--- src/rtl/snoop_memory.sv ---
// Main-memory model for the snooping coherence bus.
// Serves read-miss / write-miss reads with a fixed response latency. Write-backs
// are applied in the cycle they are accepted. Invalidates are accepted with no
// effect on memory. After reset a sweep writes INIT_VAL to every word, one word
// per cycle, before the bus is accepted for the first time.
module snoop_memory #(
    parameter int                ADDR_W   = 3,
    parameter int                DATA_W   = 4,
    parameter int                DEPTH    = 7,
    parameter int                LATENCY  = 2,
    parameter logic [DATA_W-1:0] INIT_VAL = '0
) (
    input  logic                       clock,
    input  logic                       reset,
    input  logic                       bus_valid,
    input  logic [2+ADDR_W+DATA_W-1:0] bus,
    output logic                       bus_ready,
    output logic [DATA_W-1:0]          mem_out,
    output logic                       mem_valid,
    output logic [ADDR_W-1:0]          mem_addr,
    output logic                       err
);

    localparam int BUS_W  = 2 + ADDR_W + DATA_W;
    localparam int CNT_W  = $clog2(DEPTH + 1);
    localparam int WAIT_W = (LATENCY > 1) ? $clog2(LATENCY) : 1;

    localparam logic [ADDR_W:0] DEPTH_C = (ADDR_W + 1)'(DEPTH);

    localparam logic [1:0] OP_READ_MISS  = 2'd0;
    localparam logic [1:0] OP_WRITE_BACK = 2'd1;
    localparam logic [1:0] OP_WRITE_MISS = 2'd2;
    localparam logic [1:0] OP_INVALIDATE = 2'd3;

    typedef enum logic [1:0] {
        S_INIT      = 2'd0,
        S_IDLE      = 2'd1,
        S_READ_WAIT = 2'd2
    } state_t;

    state_t state, state_nxt;

    logic [DATA_W-1:0] mem [0:DEPTH-1];

    logic [CNT_W-1:0]  sweep_cnt;
    logic [WAIT_W-1:0] wait_cnt;

    logic [1:0]        bus_op;
    logic [ADDR_W-1:0] bus_addr;
    logic [DATA_W-1:0] bus_data;
    logic              in_range;

    logic              accept;
    logic              acc_read;
    logic              acc_write;
    logic              acc_err;

    logic [DATA_W-1:0] rd_data;
    logic [DATA_W-1:0] rd_data_p0;
    logic [ADDR_W-1:0] rd_addr_p0;

    logic              resp_fire;
    logic [DATA_W-1:0] resp_data;
    logic [ADDR_W-1:0] resp_addr;

    logic [ADDR_W-1:0] sweep_idx;

    assign bus_op    = bus[BUS_W-1 -: 2];
    assign bus_addr  = bus[DATA_W +: ADDR_W];
    assign bus_data  = bus[DATA_W-1:0];
    assign in_range  = ({1'b0, bus_addr} < DEPTH_C);
    assign sweep_idx = ADDR_W'(sweep_cnt);

    // Out-of-range reads return zero instead of touching the array.
    function automatic logic [DATA_W-1:0] range_gate(input logic ok, input logic [DATA_W-1:0] d);
        return ok ? d : '0;
    endfunction

    assign rd_data = range_gate(in_range, mem[bus_addr]);

    // State register.
    always_ff @(posedge clock) begin
        if (reset) begin
            state <= S_INIT;
        end else begin
            state <= state_nxt;
        end
    end

    // Next-state logic: sweep, then serve requests, stalling while a read is in flight.
    always_comb begin
        state_nxt = state;
        case (state)
            S_INIT: begin
                if (sweep_cnt == CNT_W'(DEPTH - 1)) begin
                    state_nxt = S_IDLE;
                end
            end
            S_IDLE: begin
                if (acc_read) begin
                    state_nxt = S_READ_WAIT;
                end
            end
            S_READ_WAIT: begin
                if (wait_cnt == WAIT_W'(LATENCY - 1)) begin
                    state_nxt = S_IDLE;
                end
            end
            default: state_nxt = S_INIT;
        endcase
    end

    // Output/decode logic: handshake and per-op acceptance strobes.
    always_comb begin
        bus_ready = (state == S_IDLE);
        accept    = bus_valid && bus_ready;
        acc_read  = accept && ((bus_op == OP_READ_MISS) || (bus_op == OP_WRITE_MISS));
        acc_write = accept && (bus_op == OP_WRITE_BACK);
        acc_err   = accept && (bus_op != OP_INVALIDATE) && !in_range;
    end

    // Sweep counter and read-wait counter.
    always_ff @(posedge clock) begin
        if (reset) begin
            sweep_cnt <= '0;
            wait_cnt  <= '0;
        end else begin
            if (state == S_INIT) begin
                sweep_cnt <= sweep_cnt + CNT_W'(1);
            end
            if (state == S_READ_WAIT) begin
                wait_cnt <= wait_cnt + WAIT_W'(1);
            end else begin
                wait_cnt <= '0;
            end
        end
    end

    // With a one-cycle latency the response is launched straight from the bus;
    // otherwise it is launched from the captured stage one cycle before it is due.
    always_comb begin
        if (LATENCY == 1) begin
            resp_fire = acc_read;
            resp_data = rd_data;
            resp_addr = bus_addr;
        end else begin
            resp_fire = (state == S_READ_WAIT) && (wait_cnt == WAIT_W'(LATENCY - 2));
            resp_data = rd_data_p0;
            resp_addr = rd_addr_p0;
        end
    end

    // Memory array: initialisation sweep, then in-range write-backs.
    always_ff @(posedge clock) begin
        if (!reset) begin
            if (state == S_INIT) begin
                mem[sweep_idx] <= INIT_VAL;
            end else if (acc_write && in_range) begin
                mem[bus_addr] <= bus_data;
            end
        end
    end

    // Read capture stage: data and address sampled at acceptance.
    always_ff @(posedge clock) begin
        if (acc_read) begin
            rd_data_p0 <= rd_data;
            rd_addr_p0 <= bus_addr;
        end
    end

    // Response stage: one-cycle valid/err pulses, data/address held between responses.
    always_ff @(posedge clock) begin
        if (reset) begin
            mem_valid <= 1'b0;
            err       <= 1'b0;
            mem_out   <= '0;
            mem_addr  <= '0;
        end else begin
            mem_valid <= resp_fire;
            err       <= acc_err;
            if (resp_fire) begin
                mem_out  <= resp_data;
                mem_addr <= resp_addr;
            end
        end
    end

endmodule

--- config.mk ---
export PLATFORM = sky130hd
export DESIGN_NAME = snoop_memory
export DESIGN_NICKNAME = d
export VERILOG_FILES = /design/src/rtl/snoop_memory.sv
export SDC_FILE = /design/constraint.sdc
export NUM_CORES = 1
export LEC_CHECK = 0
export BUFFER_PORTS_ARGS = -buffer_cell sky130_fd_sc_hd__buf_4
export CAP_MARGIN = 20
export CELL_PAD_IN_SITES_DETAIL_PLACEMENT = 0
export CELL_PAD_IN_SITES_GLOBAL_PLACEMENT = 2
export CORE_UTILIZATION = 40
export CTS_BUF_LIST = sky130_fd_sc_hd__clkbuf_4 sky130_fd_sc_hd__clkbuf_8
export CTS_CLUSTER_DIAMETER = 40
export DETAILED_ROUTE_END_ITERATION = 16
export GPL_TIMING_DRIVEN = 0
export PLACE_DENSITY = 0.77
export SLEW_MARGIN = 20
export SYNTH_ARGS = -nofsm -noshare
export SYNTH_HDL_FRONTEND = slang
export SYNTH_SLANG_ARGS = --single-unit
--- constraint.sdc ---
create_clock -name clock -period 1.85 [get_ports clock]
set_input_delay 0.2775 -clock clock [delete_from_list [all_inputs] [get_ports clock]]
set_output_delay 0.2775 -clock clock [all_outputs]
set_load 0.02 [all_outputs]
==> summary.md <==
• **run status** complete, no violations
• **TritonCTS sink count** 50
• **Worst slew margin** 60.2%
• **pin count of the biggest net entering global routing** 17
• **Unique masters post-synth** 34
• **DIE WIDTH** 73.6 um
• **minimum setup slack among reg-to-reg paths** 60 ps
• **HPWL Detailed** 2670 um
• **end point of the worst hold path** rd_addr_p0[0]
• **ANT cells** 0
• **Yosys Warn Count** 0
• **Required @ worst endpoint** 1800 ps
• **setup-violating endpoint count in the final report** 0
• **antenna violations before repair** 0
• **Synth Area per Inst** 13.7 um2
• **category of the worst setup path launch point** register
• **post-synthesis cell count** 149
• **synthesis-to-layout area growth** 18.6%
• **start-to-end type of the worst setup path** register to register
• **endpoint of the lowest-slack register-to-register path** mem[2][1]
• **Iteration-0 DRC Markers** 76
• **count of buffers inserted at the top-level ports** 21
• **critical path data arrival time** 1730 ps
• **ratio of total power to cell area** 849 nW/um2
• **switching power** 0.000466 W
• **portion of the post-synthesis area used by sequential elements** 66.0%
• **share of layout cells above drive strength 1** 24.7%
• **Clock Root Buffer** sky130_fd_sc_hd__clkbuf_8
• **number of CTS-inserted buffers** 5
• **hold_sp** bus[4]
• **floorplan row count** 25
• **CTS tree** built
• **Max VDD drop** 0.000514 V
• **Hold Fails Final Rpt** 0
• **# DRC** 0
• **portion of total power attributed to combinational logic** 7.3%
• **share of total power consumed by net switching** 22.6%
• **sort of element at the end of the critical path** register
• **Routed WL** 3600 um
• **RSZ-0062 raised after global routing** true
• **final std cell area, no fill** 2430 um2
• **RD Place Congestion** 0.735
• **Max Buffers Root-to-Sink** 2
• **clk_lat worst skew** 300 ps
• **startpoint of the lowest-slack register-to-register path** state[0]
• **design internal power** 0.00160 W
• **Finished Layout Cells** 245
• **cell count of the worst reg-to-reg path** 3
• **Final Cycle Share** 96.5%
• **static leakage** 0.890 nW
• **part of the total power dissipated in the clock network** 32.6%
• **worst hold path cell count** 1
• **global-route wire length before repair** 5900 um
• **I/O pins** 22
• **crit path time final** 1790 ps
• **number of pins exceeding their max-slew limit in the final report** 0
• **average routed wire per standard cell** 14.7 um
• **global-route usage over all layers** 15.1%
• **Total Power Consumption** 0.00206 W
• **hold slack** 168 ps
• **# nets final** 191
• **# placed instances** 237
• **DRT antenna net count** 0
• **part of the power in registers** 60.1%
• **worst hold-check path type** input port to register
• **clock input transition at the sequential cells of the worst setup and hold paths** 90 ps
• **FF+latch count, synth** 50
• **maxcap violations** 0
• **global route overflow** 0
• **largest clock skew in the final design** 5.57 ps
• **number of global-route vias before repair** 1226
• **final design utilization** 50.4%
• **initial core utilization** 42.5%
• **Post-Place Cell Area** 2290 um2
• **transition at the pin with the smallest max-transition slack** 596 ps
• **routed vias** 1223
• **Post-Syn Area** 2050 um2
• **total nets after synthesis** 163
• **achievable clock frequency** 0.560 GHz
• **number of iterations in the first detailed-routing pass** 4
• **Placeable Area** 4820 um2
• **vias per std cell** 4.99
• **full die area** 5410 um2
• **maximum fanout count along the critical path** 8
• **floorplan die height** 73.6 um
• **count of H-tree levels built during CTS** 2
[kinds of logic (layout without fill, tap and decap cells)]
| group | Yosys count | after routing | synth area share, % |
|---|---|---|---|
| compound gates | 21 | 21 | 8.19 |
| xor+xnor | 2 | 2 | 0.855 |
| fa+ha+maj | 2 | 2 | 1.22 |
| buf+inv | 11 | 40 | 2.32 |
| flops | 50 | 50 | 66.0 |
| mux | 19 | 19 | 9.29 |
| simple gates | 44 | 44 | 12.2 |
[flip-flops by register name, summed over array words and instances, names as in the netlist]
signal	count
err	1
mem_addr	3
state	2
rd_addr_p0	3
mem	28
mem_out	4
wait_cnt	1
mem_valid	1
sweep_cnt	3
rd_data_p0	4
[power groups by stage]
| stage | Clock [W] | Sequential (W) | Combinational (W) |
|---|---|---|---|
| 5_1_grt | 0.000736 | 0.00124 | 0.000167 |
| 3_3_place_gp | 0 | 0.00126 | 0.000139 |
| 3_5_place_dp | 0 | 0.00126 | 0.000142 |
| 6_report | 0.000672 | 0.00124 | 0.000150 |
| 4_1_cts | 0.000691 | 0.00124 | 0.000146 |
| 2_1_floorplan | 0 | 0.00126 | 0.0000919 |
[metal layers]
metal	wire (um)	up-vias	global-route usage (%)	share of wire, %
li1	-	616	-	-
met1	1660	578	18.7	46
met2	1730	24	24.7	48
met3	159	5	4.66	4.4
met4	53	0	6.20	1.5
met5	0	-	0	0
[layout by cell type, fill, tap and decap left out, types with 3 or more instances in the layout]
master                     synthesis  routed
sky130_fd_sc_hd__edfxtp_1         35      35
sky130_fd_sc_hd__buf_4             1      22
sky130_fd_sc_hd__mux2i_1          19      19
sky130_fd_sc_hd__nor2_1           15      15
sky130_fd_sc_hd__dfxtp_1          15      15
sky130_fd_sc_hd__clkbuf_8          0       6
sky130_fd_sc_hd__inv_1             5       5
sky130_fd_sc_hd__nand2_1           5       5
sky130_fd_sc_hd__and2_1            4       4
sky130_fd_sc_hd__nor2b_1           4       4
sky130_fd_sc_hd__o221a_2           4       4
sky130_fd_sc_hd__a221oi_1          4       4
sky130_fd_sc_hd__nand2b_1          3       3
[metrics by stage]
| stage | setup TNS [ps] | worst slack [ps] |
|---|---|---|
| 2_1_floorplan | 0 | 171 |
| 3_5_place_dp | -2130 | -239 |
| 4_1_cts | 0 | 6.98 |
| 5_1_grt | -457 | -64.8 |
| 6_report | 0 | 64.5 |
| 3_3_place_gp | -1570 | -202 |
[how the worst max path moves through the flow]
| stage | end | start | slack, ps | depth (start not counted) |
|---|---|---|---|---|
| after floorplan | mem[0][0] | state[1] | 170 | 3 |
| after global placement | mem[0][3] | bus[4] | -200 | 6 |
| after detailed placement | mem[0][0] | bus[4] | -240 | 6 |
| after CTS | mem[5][1] | state[1] | 7 | 3 |
| after global routing | mem[2][1] | state[0] | -60 | 3 |
| final | mem[2][1] | state[0] | 60 | 3 |
[cell usage after synthesis]
cell	count	area share (%)
sky130_fd_sc_hd__nand2_1	5	0.92
sky130_fd_sc_hd__a21oi_1	2	0.49
sky130_fd_sc_hd__xnor2_1	2	0.86
sky130_fd_sc_hd__ha_1	2	1.2
sky130_fd_sc_hd__buf_4	1	0.37
sky130_fd_sc_hd__nor2_1	15	2.7
sky130_fd_sc_hd__nand3b_1	1	0.37
sky130_fd_sc_hd__nor3b_1	2	0.73
sky130_fd_sc_hd__edfxtp_1	35	51
sky130_fd_sc_hd__or4_4	1	0.55
sky130_fd_sc_hd__dfxtp_1	15	15
sky130_fd_sc_hd__o22ai_1	3	0.92
sky130_fd_sc_hd__mux2i_1	19	9.3
sky130_fd_sc_hd__a221oi_1	4	1.7
sky130_fd_sc_hd__nand4b_1	1	0.43
sky130_fd_sc_hd__buf_1	1	0.18
sky130_fd_sc_hd__and4b_1	1	0.49
sky130_fd_sc_hd__and2_1	4	1.2
sky130_fd_sc_hd__nand2b_1	3	0.92
sky130_fd_sc_hd__o21ai_0	2	0.49
sky130_fd_sc_hd__nand3_1	2	0.49
sky130_fd_sc_hd__o31ai_1	2	0.73
sky130_fd_sc_hd__buf_2	2	0.49
sky130_fd_sc_hd__inv_1	5	0.92
sky130_fd_sc_hd__o32ai_1	2	0.86
sky130_fd_sc_hd__a211oi_1	1	0.37
sky130_fd_sc_hd__clkbuf_1	2	0.37
sky130_fd_sc_hd__or3_1	2	0.61
sky130_fd_sc_hd__and4bb_2	1	0.61
sky130_fd_sc_hd__and2b_2	1	0.43
sky130_fd_sc_hd__nor2b_1	4	1.2
sky130_fd_sc_hd__and3b_1	1	0.43
sky130_fd_sc_hd__o221a_2	4	2.2
sky130_fd_sc_hd__a2111oi_0	1	0.43
[layout make-up]
cell class              count  area [um2]
plain buffers               6        28.8
clock buffers               6        82.6
clock inverters             2        16.3
fillers                   446        2390
inverters                   5        18.8
multi-input cells          88         689
flip-flops and latches     50        1350
well taps                  67        83.8
repair buffers             21         158
[critical path, stage by stage (launching register included)]
cell and delay (ps):
sky130_fd_sc_hd__dfxtp_1 470, sky130_fd_sc_hd__and4bb_2 290, sky130_fd_sc_hd__nand3_1 200, sky130_fd_sc_hd__o22ai_1 480
[what timing repair did]
action	4_1_cts	5_1_grt
hold buffers	0	0
setup endpoints to repair	8	18
buffers inserted	0	0
resized for setup	2	4
No activity file was read; power rests on OpenSTA's default activity.
